### src/rtl/serial_eq_cmp.sv
// Branch-condition comparator: checks a == b two bits per cycle and produces the BEQ/BNE decision.
// Latency: done at edge N after accept (edge m+1 on an early-exit mismatch in slice m); one-cycle done pulse.
// Backpressure: none; start is accepted only in IDLE or DONE and is dropped while busy.
module serial_eq_cmp #(
    parameter int WIDTH      = 32,
    parameter bit EARLY_EXIT = 1'b1
) (
    input  logic             clk,
    input  logic             rst_n,
    input  logic             start,
    input  logic [WIDTH-1:0] a,
    input  logic [WIDTH-1:0] b,
    input  logic             op_ne,
    output logic             busy,
    output logic             done,
    output logic             eq,
    output logic             taken
);
    localparam int N  = WIDTH / 2;
    localparam int CW = (N > 1) ? $clog2(N) : 1;

    typedef enum logic [1:0] {IDLE, RUN, DONE} state_t;

    state_t           state, state_nxt;
    logic [WIDTH-1:0] a_l, b_l;
    logic             op_ne_l;
    logic [CW-1:0]    cnt;
    logic             mis;
    logic [WIDTH-1:0] diff;
    logic             slice_mis;
    logic             last;
    logic             accept;
    logic             finish;

    // Select the current 2-bit slice of the shadowed operands' difference.
    always_comb begin
        diff      = a_l ^ b_l;
        slice_mis = 1'b0;
        for (int i = 0; i < N; i++) begin
            if (cnt == CW'(i)) begin
                slice_mis = |diff[2*i +: 2];
            end
        end
        last = (cnt == CW'(N - 1));
    end

    always_ff @(posedge clk or negedge rst_n) begin
        if (!rst_n) begin
            state <= IDLE;
        end else begin
            state <= state_nxt;
        end
    end

    always_comb begin
        state_nxt = state;
        accept    = 1'b0;
        finish    = 1'b0;
        case (state)
            IDLE: begin
                if (start) begin
                    accept    = 1'b1;
                    state_nxt = RUN;
                end
            end
            RUN: begin
                if (last || (EARLY_EXIT && slice_mis)) begin
                    finish    = 1'b1;
                    state_nxt = DONE;
                end
            end
            DONE: begin
                // Back-to-back start goes straight to RUN with no idle bubble.
                if (start) begin
                    accept    = 1'b1;
                    state_nxt = RUN;
                end else begin
                    state_nxt = IDLE;
                end
            end
            default: state_nxt = IDLE;
        endcase
    end

    always_ff @(posedge clk or negedge rst_n) begin
        if (!rst_n) begin
            a_l     <= '0;
            b_l     <= '0;
            op_ne_l <= 1'b0;
            cnt     <= '0;
            mis     <= 1'b0;
            eq      <= 1'b0;
            taken   <= 1'b0;
        end else begin
            if (accept) begin
                a_l     <= a;
                b_l     <= b;
                op_ne_l <= op_ne;
                cnt     <= '0;
                mis     <= 1'b0;
            end else if (state == RUN) begin
                mis <= mis | slice_mis;
                if (!last) begin
                    cnt <= cnt + CW'(1);
                end
            end
            // Result includes the slice compared on the exit edge.
            if (finish) begin
                eq    <= ~(mis | slice_mis);
                taken <= ~(mis | slice_mis) ^ op_ne_l;
            end
        end
    end

    assign busy = (state == RUN);
    assign done = (state == DONE);

endmodule
### config.mk
export PLATFORM = sky130hd
export DESIGN_NAME = serial_eq_cmp
export DESIGN_NICKNAME = d
export VERILOG_FILES = /design/src/rtl/serial_eq_cmp.sv
export SDC_FILE = /design/constraint.sdc
export NUM_CORES = 1
export LEC_CHECK = 0
export CORE_UTILIZATION = 46
export CTS_CLUSTER_DIAMETER = 40
export DETAILED_ROUTE_END_ITERATION = 6
export PLACE_DENSITY_LB_ADDON = 0.15
export RECOVER_POWER = 50
export REMOVE_ABC_BUFFERS = 1
export SLEW_MARGIN = 20
export SYNTH_ARGS = -nofsm -noshare
export SYNTH_HDL_FRONTEND = slang
export SYNTH_SLANG_ARGS = --single-unit
### constraint.sdc
create_clock -name clk -period 2.29 [get_ports clk]
set_clock_uncertainty 0.2 [all_clocks]
set_input_delay 0.5725 -clock clk [delete_from_list [all_inputs] [get_ports clk]]
set_output_delay 0.5725 -clock clk [all_outputs]
set_load 0.05 [all_outputs]
Word level (Yosys, flattened, before mapping)
Cells that the tools add are included.
{"block": "totals", "regBits": 74}
{"block": "classes", "add_sub_neg": 1, "eq_ne": 20, "muxes": 29, "bitwise": 4, "reduce_logical": 23}
{"cell": "2-bit OR reduction", "n": 17}
{"cell": "4-bit == test (second input constant)", "n": 8}
{"cell": "32-bit bitwise XOR", "n": 1}
{"cell": "1-bit 2-to-1 mux", "n": 23}
{"cell": "4-bit by 3-bit == test with 1-bit output (second input constant)", "n": 4}
{"cell": "4-bit 2-to-1 mux", "n": 3}
{"cell": "4-bit by 2-bit == test with 1-bit output (second input constant)", "n": 2}
{"cell": "2-bit case mux with 3 select lines", "n": 1}
{"cell": "4-bit by 1-bit adder with 4-bit output (second input constant)", "n": 1}
{"cell": "4-bit by 1-bit == test with 1-bit output (second input constant)", "n": 1}
{"cell": "4-bit zero test", "n": 1}
{"cell": "2-bit 2-to-1 mux", "n": 2}
{"cell": "2-bit by 1-bit != test with 1-bit output (second input constant)", "n": 2}
{"cell": "2-bit AND reduction", "n": 2}
{"cell": "2-bit by 1-bit == test with 1-bit output (second input constant)", "n": 1}
{"cell": "2-bit == test (second input constant)", "n": 1}
{"cell": "2-bit zero test", "n": 1}
{"cell": "2-bit != test (second input constant)", "n": 1}
{"cell": "2-bit nonzero test", "n": 1}
{"cell": "1-bit logical OR", "n": 1}
{"cell": "1-bit inverter", "n": 1}
{"cell": "1-bit OR", "n": 1}
{"cell": "1-bit bitwise XOR", "n": 1}

Longest topological paths before layout
Gate-level depths: netlist of run 1.
{"block": "depth", "word_depth": 21, "mapped_depth": 9, "mapped_depth_nobuf": 9}

Worst setup path after synthesis of run 1
No wires, ideal clock.
{"block": "synth_timing", "kind": "reg-to-reg", "from": "register cnt[0]", "to": "register eq", "setup_ns": 0.125, "arrival_time_ns": 1.867, "required_time_ns": 1.965, "path_slack_ns": 0.098, "stages_incl_launch_ff": 10, "cell_sequence": "dfrtp_1 inv_1 ha_1 nor2b_2 o211ai_1 nand4_1 a22o_1 nand4_2 a21oi_4 mux2_4"}
{"block": "synth_between", "elab_chain_cells": 20, "word_cells_on_any_way": 37, "classes_between": "eq/ne (15); mux (18); bitwise (2); reduce/logical (2)"}
{"item": "start: declaration", "line": "27", "source": "logic [CW-1:0] cnt;"}
{"item": "start signal: assignment", "line": "104", "source": "cnt <= cnt + CW'(1);"}
{"item": "4-bit zero test", "line": "40", "source": "if (cnt == CW'(i)) begin"}
{"item": "1-bit 2-to-1 mux (16 in series)", "line": "40"}
{"item": "1-bit logical OR", "line": "67", "source": "if (last || (EARLY_EXIT && slice_mis)) begin"}
{"item": "1-bit 2-to-1 mux", "line": "67"}
{"item": "1-bit 2-to-1 mux", "line": "59", "source": "case (state)"}
{"item": "end signal: assignment", "line": "109", "source": "eq <= ~(mis | slice_mis);"}
{"item": "end: declaration", "line": "16", "source": "output logic eq,"}
Several ways; a longest one is shown, not always the timed one.
A chain may end at the register's enable or synchronous reset.

Final worst setup path of run 1
{"block": "layout_timing", "from": "register cnt[1]", "to": "register eq"}
The elaborated chain is that of the path after synthesis.

==> metrics.txt, run 1 <==
Final min period=2.273 ns; htree depth=3; Fmax=439.9 MHz; TNS Setup=0 ns; top cells by area, synth=dfrtp_1 (54%), nand2_1 (21%), xnor2_1 (4.8%); Synth top area share=53.60%; arrival time worst endpoint=2.30 ns; DR vias=2,748; Worst-Margin Slew=0.9482 ns; CP Class=flop to flop; Worst Hold Depth=2; delay-heaviest family, CP=compound AO/OA/AOI/OAI gates; Die Height=88.66 um; commonest non-fill, non-tap cell in the layout=nand2_1; GPL Wtd Cong=0.8359; Critical Path Fanout Max=4; CTS Buffer Depth=2; grt total ovfl=0; layout cells sized above 1=13.08%; Max Cap Viol=0; DRC errors left=0; FF+latch count, synth=74; total wire length=7585 um; DR iter-0 viols=132; max-slew violations=0; Final Cycle Share=99.27%; diode count=0; final-report hold violation count=0; Final Setup Violations=0; Reg2Reg Depth=9; metal2 WL=3832 um; Root Buffer=clkbuf_8; HP Class=flop to flop; Synth warnings=0; vias in the first global route=2,735; RSZ-0062 raised after global routing=yes; PortBufs=71; core area=7253 um2; die area=7861 um2; register area share after synthesis=53.60%; num rows=31; first-pass GRT wire length=12,290 um; Top-Level Pins=72; Chip Width=88.66 um; non-filler instance count after layout=573; Starting Density=47.63%; worst vdd ir=0.0004866 V; crit-path cells=inv_2 > ha_4 > nor2b_4 > o211ai_1 > nand4_1 > a22o_1 > nand4_4 > a21oi_4 > mux2_4; Top Metal Used=met4; WL/cell=13.24 um; Final Cell Area=4672 um2; largest net degree at the start of global routing=52; final core utilization=64.41%; largest area contributor in the netlist=dfrtp_1; most frequent cells in the layout=nand2_1 (197), dfrtp_1 (72), clkdlybuf4s50_1 (66); initial antenna violation count=0; CP max stage delay=0.45 ns; WP buf/inv=1; Filler cells=649; worst skew pair latency=0.34 ns; Worst setup SP type=flop; metal3 WL=270 um; leak pwr=2.277 nW; antenna-violating nets left=0; Slew HR=36.79%; DRT Pass-1 Iters=4; vias per cell=4.796; Placed Area=4345 um2; CP max stage cell=dfrtp_2; pwr/cell area=1273 nW/um2; critical path depth=9; Syn-to-layout area delta=35.24%; Total Routing Usage GR=20.59%; Post-Syn Area per Cell=8.904 um2; wire length on met1=3349 um; required time of the worst setup path=2.32 ns; Synth cell types=41; total CTS buffers=9; critical path endpoint category=flop; Placed Cells=551; CTS tree=built; Clk pin slew, worst setup/hold paths=0.07 ns; Cell Area, Synth=3455 um2; outcome=finished clean; Synth Instances=388; DP Wirelength=5276 um; final layout net count=541; clk sinks=74
-- power by group --
part / total [mW] / internal, mW / switching, mW
registers: 2.42 / 1.95 / 0.468
clock network: 1.04 / 0.562 / 0.475
logic: 2.50 / 1.13 / 1.37
total: 5.95 / 3.64 / 2.31
-- per-stage QoR --
stage          power, mW  setup WS, ns  hold WS (ns)
2_1_floorplan      3.947        -1.003       0.07691
3_3_place_gp       4.671       0.03476        0.2780
3_5_place_dp       4.755      -0.04063        0.2828
4_1_cts            5.809      0.002329        0.3011
5_1_grt            6.375      -0.04055        0.3172
6_report           5.949       0.01683        0.2966
-- cells in the mapped netlist, drive strengths merged --
| cell | n |
|---|---|
| nor2b | 5 |
| buf | 4 |
| a311oi | 2 |
| a22o | 2 |
| clkbuf | 12 |
| nor2 | 8 |
| xnor2 | 19 |
| dfrtp | 74 |
| and2 | 1 |
| a21oi | 3 |
| a21o | 2 |
| mux2 | 2 |
| o2111ai | 1 |
| o21ai | 8 |
| and4 | 1 |
| mux2i | 1 |
| a22oi | 1 |
| o211ai | 2 |
| nor4 | 1 |
| nand2b | 2 |
| inv | 6 |
| nand3 | 4 |
| nand2 | 197 |
| ha | 4 |
| xor2 | 16 |
| a211oi | 1 |
| nand4 | 6 |
| a31oi | 2 |
| and3 | 1 |
-- area by class of cell --
cell class | instances | area [um2] | share of cell area, %
timing repair buffer | 86 | 845.8 | 18.10
multi-input combinational | 292 | 1618 | 34.63
clock inverter | 4 | 50.05 | 1.071
sequential | 74 | 1854 | 39.69
inverter | 6 | 25.02 | 0.5356
tap | 99 | 123.9 | 2.651
clock buffer | 12 | 155.1 | 3.321
-- what timing repair did --
action                                 CTS  global route
hold buffers                             1             0
endpoints found under the hold margin   11             0
resized for setup                        5            18
cloned                                   0             0
buffers inserted                         0             5
setup endpoints to repair                4             2
pin swaps                                2             5
-- worst min-delay path, cell delays in order (launching register included) --
cell and delay (ns):
dfrtp_1 0.36, nand2_1 0.05, nand2_1 0.05
-- kinds of logic (layout without fill, tap and decap cells) --
| logic type | count (synthesis) | after routing | share of synthesized area (%) |
|---|---|---|---|
| mux | 3 | 3 | 1.159 |
| fa+ha+maj | 4 | 4 | 1.449 |
| xor+xnor | 35 | 35 | 8.873 |
| buf+inv | 22 | 108 | 2.499 |
| simple gates | 226 | 226 | 27.09 |
| compound gates | 24 | 24 | 5.325 |
| flops | 74 | 74 | 53.60 |
-- final timing paths --
path	startpoint	end	slack (ns)
min reg2reg	b_l[11]	b_l[11]	0.30
max reg2reg	cnt[1]	eq	0.02
max	cnt[1]	eq	0.02
min	b_l[11]	b_l[11]	0.30
min in group asynchronous	rst_n	b_l[14]	0.70
max in group asynchronous	rst_n	cnt[1]	0.33
-- registers in the layout, indices dropped and copies added, names as in the netlist --
register / count
state: 2
a_l: 32
eq: 1
cnt: 4
mis: 1
taken: 1
op_ne_l: 1
b_l: 32
-- routing by layer --
layer	global-route usage (%)	vias up
li1	-	1381
met5	0	-
met1	26.90	1296
met2	34.62	61
met3	3.451	10
met4	7.478	0
Power figures use the tool's default switching activity.
==> run 2, diff against run 1 <==
--- a/config.mk
+++ b/config.mk
@@ -11,6 +11,7 @@
 export PLACE_DENSITY_LB_ADDON = 0.15
 export RECOVER_POWER = 50
 export REMOVE_ABC_BUFFERS = 1
+export SETUP_SLACK_MARGIN = 0.3
 export SLEW_MARGIN = 20
 export SYNTH_ARGS = -nofsm -noshare
 export SYNTH_HDL_FRONTEND = slang
==> metrics.txt, run 2 (synthesized netlist as in run 1, its figures left out) <==
Worst Setup SP=cnt[1]; outcome=finished clean; DRC errors left=0 (unchanged); Starting Density=47.63% (unchanged); DR iter-0 viols=125 (-5.3%); Flop pwr share=40.9% (+0.3 points); total wire length=7513 um (-0.95%); Die Height=88.66 um (unchanged); Slew HR=35.98% (-0.81 points); Top-Level Pins=72 (unchanged); worst vdd ir=0.0004715 V (-3.1%); Chip Width=88.66 um (unchanged); RSZ-0062 raised after global routing=yes; net switching power=2.294 mW (-0.68%); critical path endpoint category=flop; Critical Path Fanout Max=6 (+2); Int Pwr=3.638 mW (about the same); first-pass GRT wire length=12,700 um (+3.3%); total CTS buffers=9 (unchanged); largest net degree at the start of global routing=52 (unchanged); DRT Pass-1 Iters=4 (unchanged); CTS tree=built; Final min period=2.222 ns (-0.05166 ns); core area=7253 um2 (unchanged); grt total ovfl=0 (unchanged); vias in the first global route=2,801 (+2.4%); biggest regs=a_l (32), b_l (32), cnt (4); TNS Setup=0 ns (unchanged); Clk pin slew, worst setup/hold paths=0.07 ns (about the same); final core utilization=64.22% (-0.19 points); hold_sp=b_l[21]; final-report hold violation count=0 (unchanged); antenna-violating nets left=0 (unchanged); Final Cycle Share=97.01% (-2.3 points); Worst-Margin Slew=0.9604 ns (+0.01213 ns); DP Wirelength=5276 um (unchanged); clock power share=17.5% (about the same); die area=7861 um2 (unchanged); CTS Buffer Depth=2 (unchanged); htree depth=3 (unchanged); power share of the combinational group=41.6% (-0.4 points); max-slew violations=0 (unchanged); HP Class=flop to flop; Root Buffer=clkbuf_8; GPL Wtd Cong=0.8359 (unchanged); commonest non-fill, non-tap cell in the layout=nand2_1; Max Cap Viol=0 (unchanged); CP Class=flop to flop; Total Routing Usage GR=21.44% (+0.85 points); worst skew pair latency=0.34 ns (about the same); Fmax=450.1 MHz (+2.3%); sw frac=38.67% (-0.16 points); pwr/cell area=1273 nW/um2 (about the same); num rows=31 (unchanged); required time of the worst setup path=2.32 ns (about the same); Pwr Total=5.932 mW (-0.28%); arrival time worst endpoint=2.25 ns (-0.05 ns); Syn-to-layout area delta=34.84%; diode count=0 (unchanged); most frequent cells in the layout=nand2_1 (197), dfrtp_1 (72), clkdlybuf4s50_1 (66); clk sinks=74 (unchanged); WL/cell=13.13 um (-0.78%); worst r2r src=cnt[1]; Worst setup SP type=flop; vias per cell=4.787 (-0.19%); DR vias=2,738 (-0.36%); final layout net count=540 (-0.18%); leak pwr=2.271 nW (-0.25%); layout cells sized above 1=13.32% (+0.24 points); Final Setup Violations=0 (unchanged); initial antenna violation count=0 (unchanged); PortBufs=71 (unchanged)
[run 2: cell type report]
type	instances	area, um2
Timing Repair Buffer	85	830.8
Inverter	6	27.53
Clock inverter	4	50.05
Fill cell	655	2595
Multi-Input combinational cell	292	1617
Clock buffer	12	155.1
Tap cell	99	123.9
Sequential cell	74	1854
[run 2: critical path: stages (launching register included)]
cell and delay (ns):
dfrtp_2 0.47, inv_4 0.11, ha_4 0.18, nand3_1 0.11, o21ai_2 0.24, a31oi_4 0.14
a22oi_2 0.23, a21oi_4 0.11, buf_4 0.14, a22o_1 0.17
[run 2: stage by stage]
stage | hold WS (ns) | std cells | setup WS (ns) | area [um2]
floorplan | 0.07691 | 372 | -1.003 | 3391
global placement | 0.2780 | 551 | 0.03476 | 4345
detailed placement | 0.2828 | 551 | -0.04063 | 4345
CTS | 0.3011 | 571 | 0.09559 | 4674
global route | 0.3174 | 572 | -0.01867 | 4658
finish | 0.2970 | 572 | 0.06848 | 4658
[run 2: final timing paths]
check | to | slack [ns] | depth (start not counted)
max | mis | 0.07 | 9
min | b_l[21] | 0.30 | 2
max reg2reg | mis | 0.07 | 9
min reg2reg | b_l[21] | 0.30 | 2
max in group asynchronous | cnt[1] | 0.33 | 3
min in group asynchronous | b_l[14] | 0.71 | 2
[run 2: what timing repair did]
item,in CTS,in global routing
setup buffers,3,1
setup endpoints to repair,8,10
pin swaps,9,0
gates resized for setup,25,3
hold endpoints to repair,11,0
hold buffers,1,0
[run 2: power by group through the flow]
stage | Sequential [mW] | Combinational, mW | Clock, mW
after global routing | 2.51 | 2.75 | 1.13
after global placement | 2.39 | 2.28 | 0
after CTS | 2.43 | 2.48 | 1.06
final | 2.43 | 2.47 | 1.04
after detailed placement | 2.43 | 2.33 | 0
after floorplan | 2.35 | 1.59 | 0
[run 2: metal layers]
| layer | vias to the layer above | share of wire [%] | GRT usage, % |
|---|---|---|---|
| met5 | - | 0 | 0 |
| met4 | 0 | 2.1 | 8.504 |
| met3 | 14 | 4.2 | 4.291 |
| met2 | 61 | 50 | 36.43 |
| met1 | 1290 | 43 | 26.92 |
| li1 | 1373 | - | - |
==> run 3, diff against run 2 <==
--- a/config.mk
+++ b/config.mk
@@ -5,6 +5,7 @@
 export SDC_FILE = /design/constraint.sdc
 export NUM_CORES = 1
 export LEC_CHECK = 0
+export CORE_ASPECT_RATIO = 1.1
 export CORE_UTILIZATION = 46
 export CTS_CLUSTER_DIAMETER = 40
 export DETAILED_ROUTE_END_ITERATION = 6
==> metrics.txt, run 3 (synthesized netlist as in run 1, its figures left out) <==
crit-path cells=inv_4 > ha_4 > nor2b_4 > o211ai_1 > nand4_1 > a22o_1 > nand4_4 > a21oi_4 > mux2_4; Max Cap Viol=0 (unchanged); layout cells sized above 1=15.66% (+2.3 points); clk sinks=74 (unchanged); Syn-to-layout area delta=36.58%; HP Class=flop to flop; Slew HR=45.60% (+9.6 points); Worst setup SP type=flop; hold_sp=a_l[3]; final-report hold violation count=0 (unchanged); Chip Width=84.63 um (-4.6%); CTS Buffer Depth=2 (unchanged); DP Wirelength=5019 um (-4.9%); diode count=0 (unchanged); Fmax=462.4 MHz (+2.7%); core area=7127 um2 (-1.7%); CP Class=flop to flop; largest net degree at the start of global routing=54 (+3.8%); die area=7861 um2 (about the same); initial antenna violation count=0 (unchanged); worst r2r src=cnt[1]; Starting Density=48.47% (+0.84 points); outcome=finished with violations; commonest non-fill, non-tap cell in the layout=nand2_1; DRC errors left=3 (+3); max-slew violations=0 (unchanged); DR iter-0 viols=128 (+2.4%); critical path endpoint category=flop; Clk pin slew, worst setup/hold paths=0.08 ns (about the same); WP buf/inv=1 (-1); CP max stage delay=0.47 ns (about the same); required time of the worst setup path=2.33 ns (about the same); violated checks=DRC; delay-heaviest family, CP=compound AO/OA/AOI/OAI gates; htree depth=3 (unchanged); antenna-violating nets left=0 (unchanged); vias in the first global route=2,796 (-0.18%); num rows=32 (+3.2%); Die Height=92.89 um (+4.8%); pwr/cell area=1282 nW/um2 (+0.70%); Root Buffer=clkbuf_8; total CTS buffers=9 (unchanged); Top-Level Pins=72 (unchanged); CP max stage cell=dfrtp_2; PortBufs=71 (unchanged); total wire length=7211 um (-4.0%); worst skew pair latency=0.35 ns (about the same); Final min period=2.163 ns (-0.05869 ns); Total Routing Usage GR=20.71% (-0.73 points); worst vdd ir=0.0005431 V (+15%); Placement Setup Slack=-0.06337 ns (-0.02274 ns); Final Cell Area=4718 um2 (+1.3%); most frequent cells in the layout=nand2_1 (197), dfrtp_1 (72), clkdlybuf4s50_1 (65); final layout net count=546 (+1.1%); final core utilization=66.20% (+2.0 points); vias per cell=4.833 (+0.97%); grt total ovfl=0 (unchanged); CTS tree=built; WL/cell=12.79 um (-2.7%); GPL Wtd Cong=0.8583 (+2.7%); leak pwr=2.304 nW (+1.4%); final setup margin=0.1272 ns (+0.05869 ns); Placed Area=4328 um2 (-0.40%); Worst Setup SP=cnt[1]; Worst-Margin Slew=0.8160 ns (-0.1444 ns); DRT Pass-1 Iters=7 (+3); DR vias=2,726 (-0.44%); first-pass GRT wire length=12,720 um (+0.21%); Final Setup Violations=0 (unchanged); Critical Path Fanout Max=4 (-2); arrival time worst endpoint=2.20 ns (-0.05 ns); biggest regs=a_l (32), b_l (32), cnt (4); RSZ-0062 raised after global routing=yes; Final Cycle Share=94.45% (-2.6 points); Filler cells=591 (-9.8%)
==> run 3: worst min-delay path: stages (launching register included) <==
cell     delay [ns]
dfrtp_1        0.36
nand2_1        0.05
nand2_1        0.05
==> run 3: per-layer routing <==
metal	wire, um	track usage (%)
met1	3333	27.64
met2	3489	33.54
met3	255	3.922
met4	133	8.051
met5	0	0
==> run 3: cell type report <==
type	count	area [um2]	share of cell area, %
clock inverters	5	52.55	1.114
well taps	85	106.4	2.254
clock buffers	11	151.4	3.209
inverters	6	28.78	0.6099
flip-flops and latches	74	1854	39.30
repair buffers	91	892.1	18.91
multi-input cells	292	1633	34.61
==> run 3: final timing paths <==
kind,to,slack [ns],depth (start not counted)
setup / recovery,taken,0.13,9
hold / removal,a_l[3],0.30,2
setup reg to reg,taken,0.13,9
hold reg to reg,a_l[3],0.30,2
max in group asynchronous,state[0],0.36,3
min in group asynchronous,a_l[19],0.66,2
==> run 3: timing repair <==
action | in CTS | in global routing
resized for setup | 26 | 8
pin swaps | 6 | 2
hold buffers | 1 | 0
endpoints found under the hold margin | 32 | 0
buffers inserted | 5 | 5
setup endpoints to repair | 8 | 8
==> run 3: power breakdown <==
group	total [mW]	leakage, nW	switching (mW)	internal, mW
sequential	2.41	0.916	0.455	1.95
clock	1.03	0.105	0.470	0.557
combinational	2.62	1.28	1.37	1.25
total	6.05	2.30	2.29	3.76
==> run 3: per-stage QoR <==
stage / std cells / TNS [ns] / total power, mW / hold WS [ns]
finish: 564 / 0 / 6.051 / 0.2957
global route: 564 / 0 / 6.501 / 0.3157
CTS: 559 / 0 / 5.998 / 0.3008
detailed placement: 537 / -0.1123 / 4.740 / 0.2826
global placement: 537 / 0 / 4.692 / 0.2771
floorplan: 372 / -67.15 / 3.947 / 0.07691
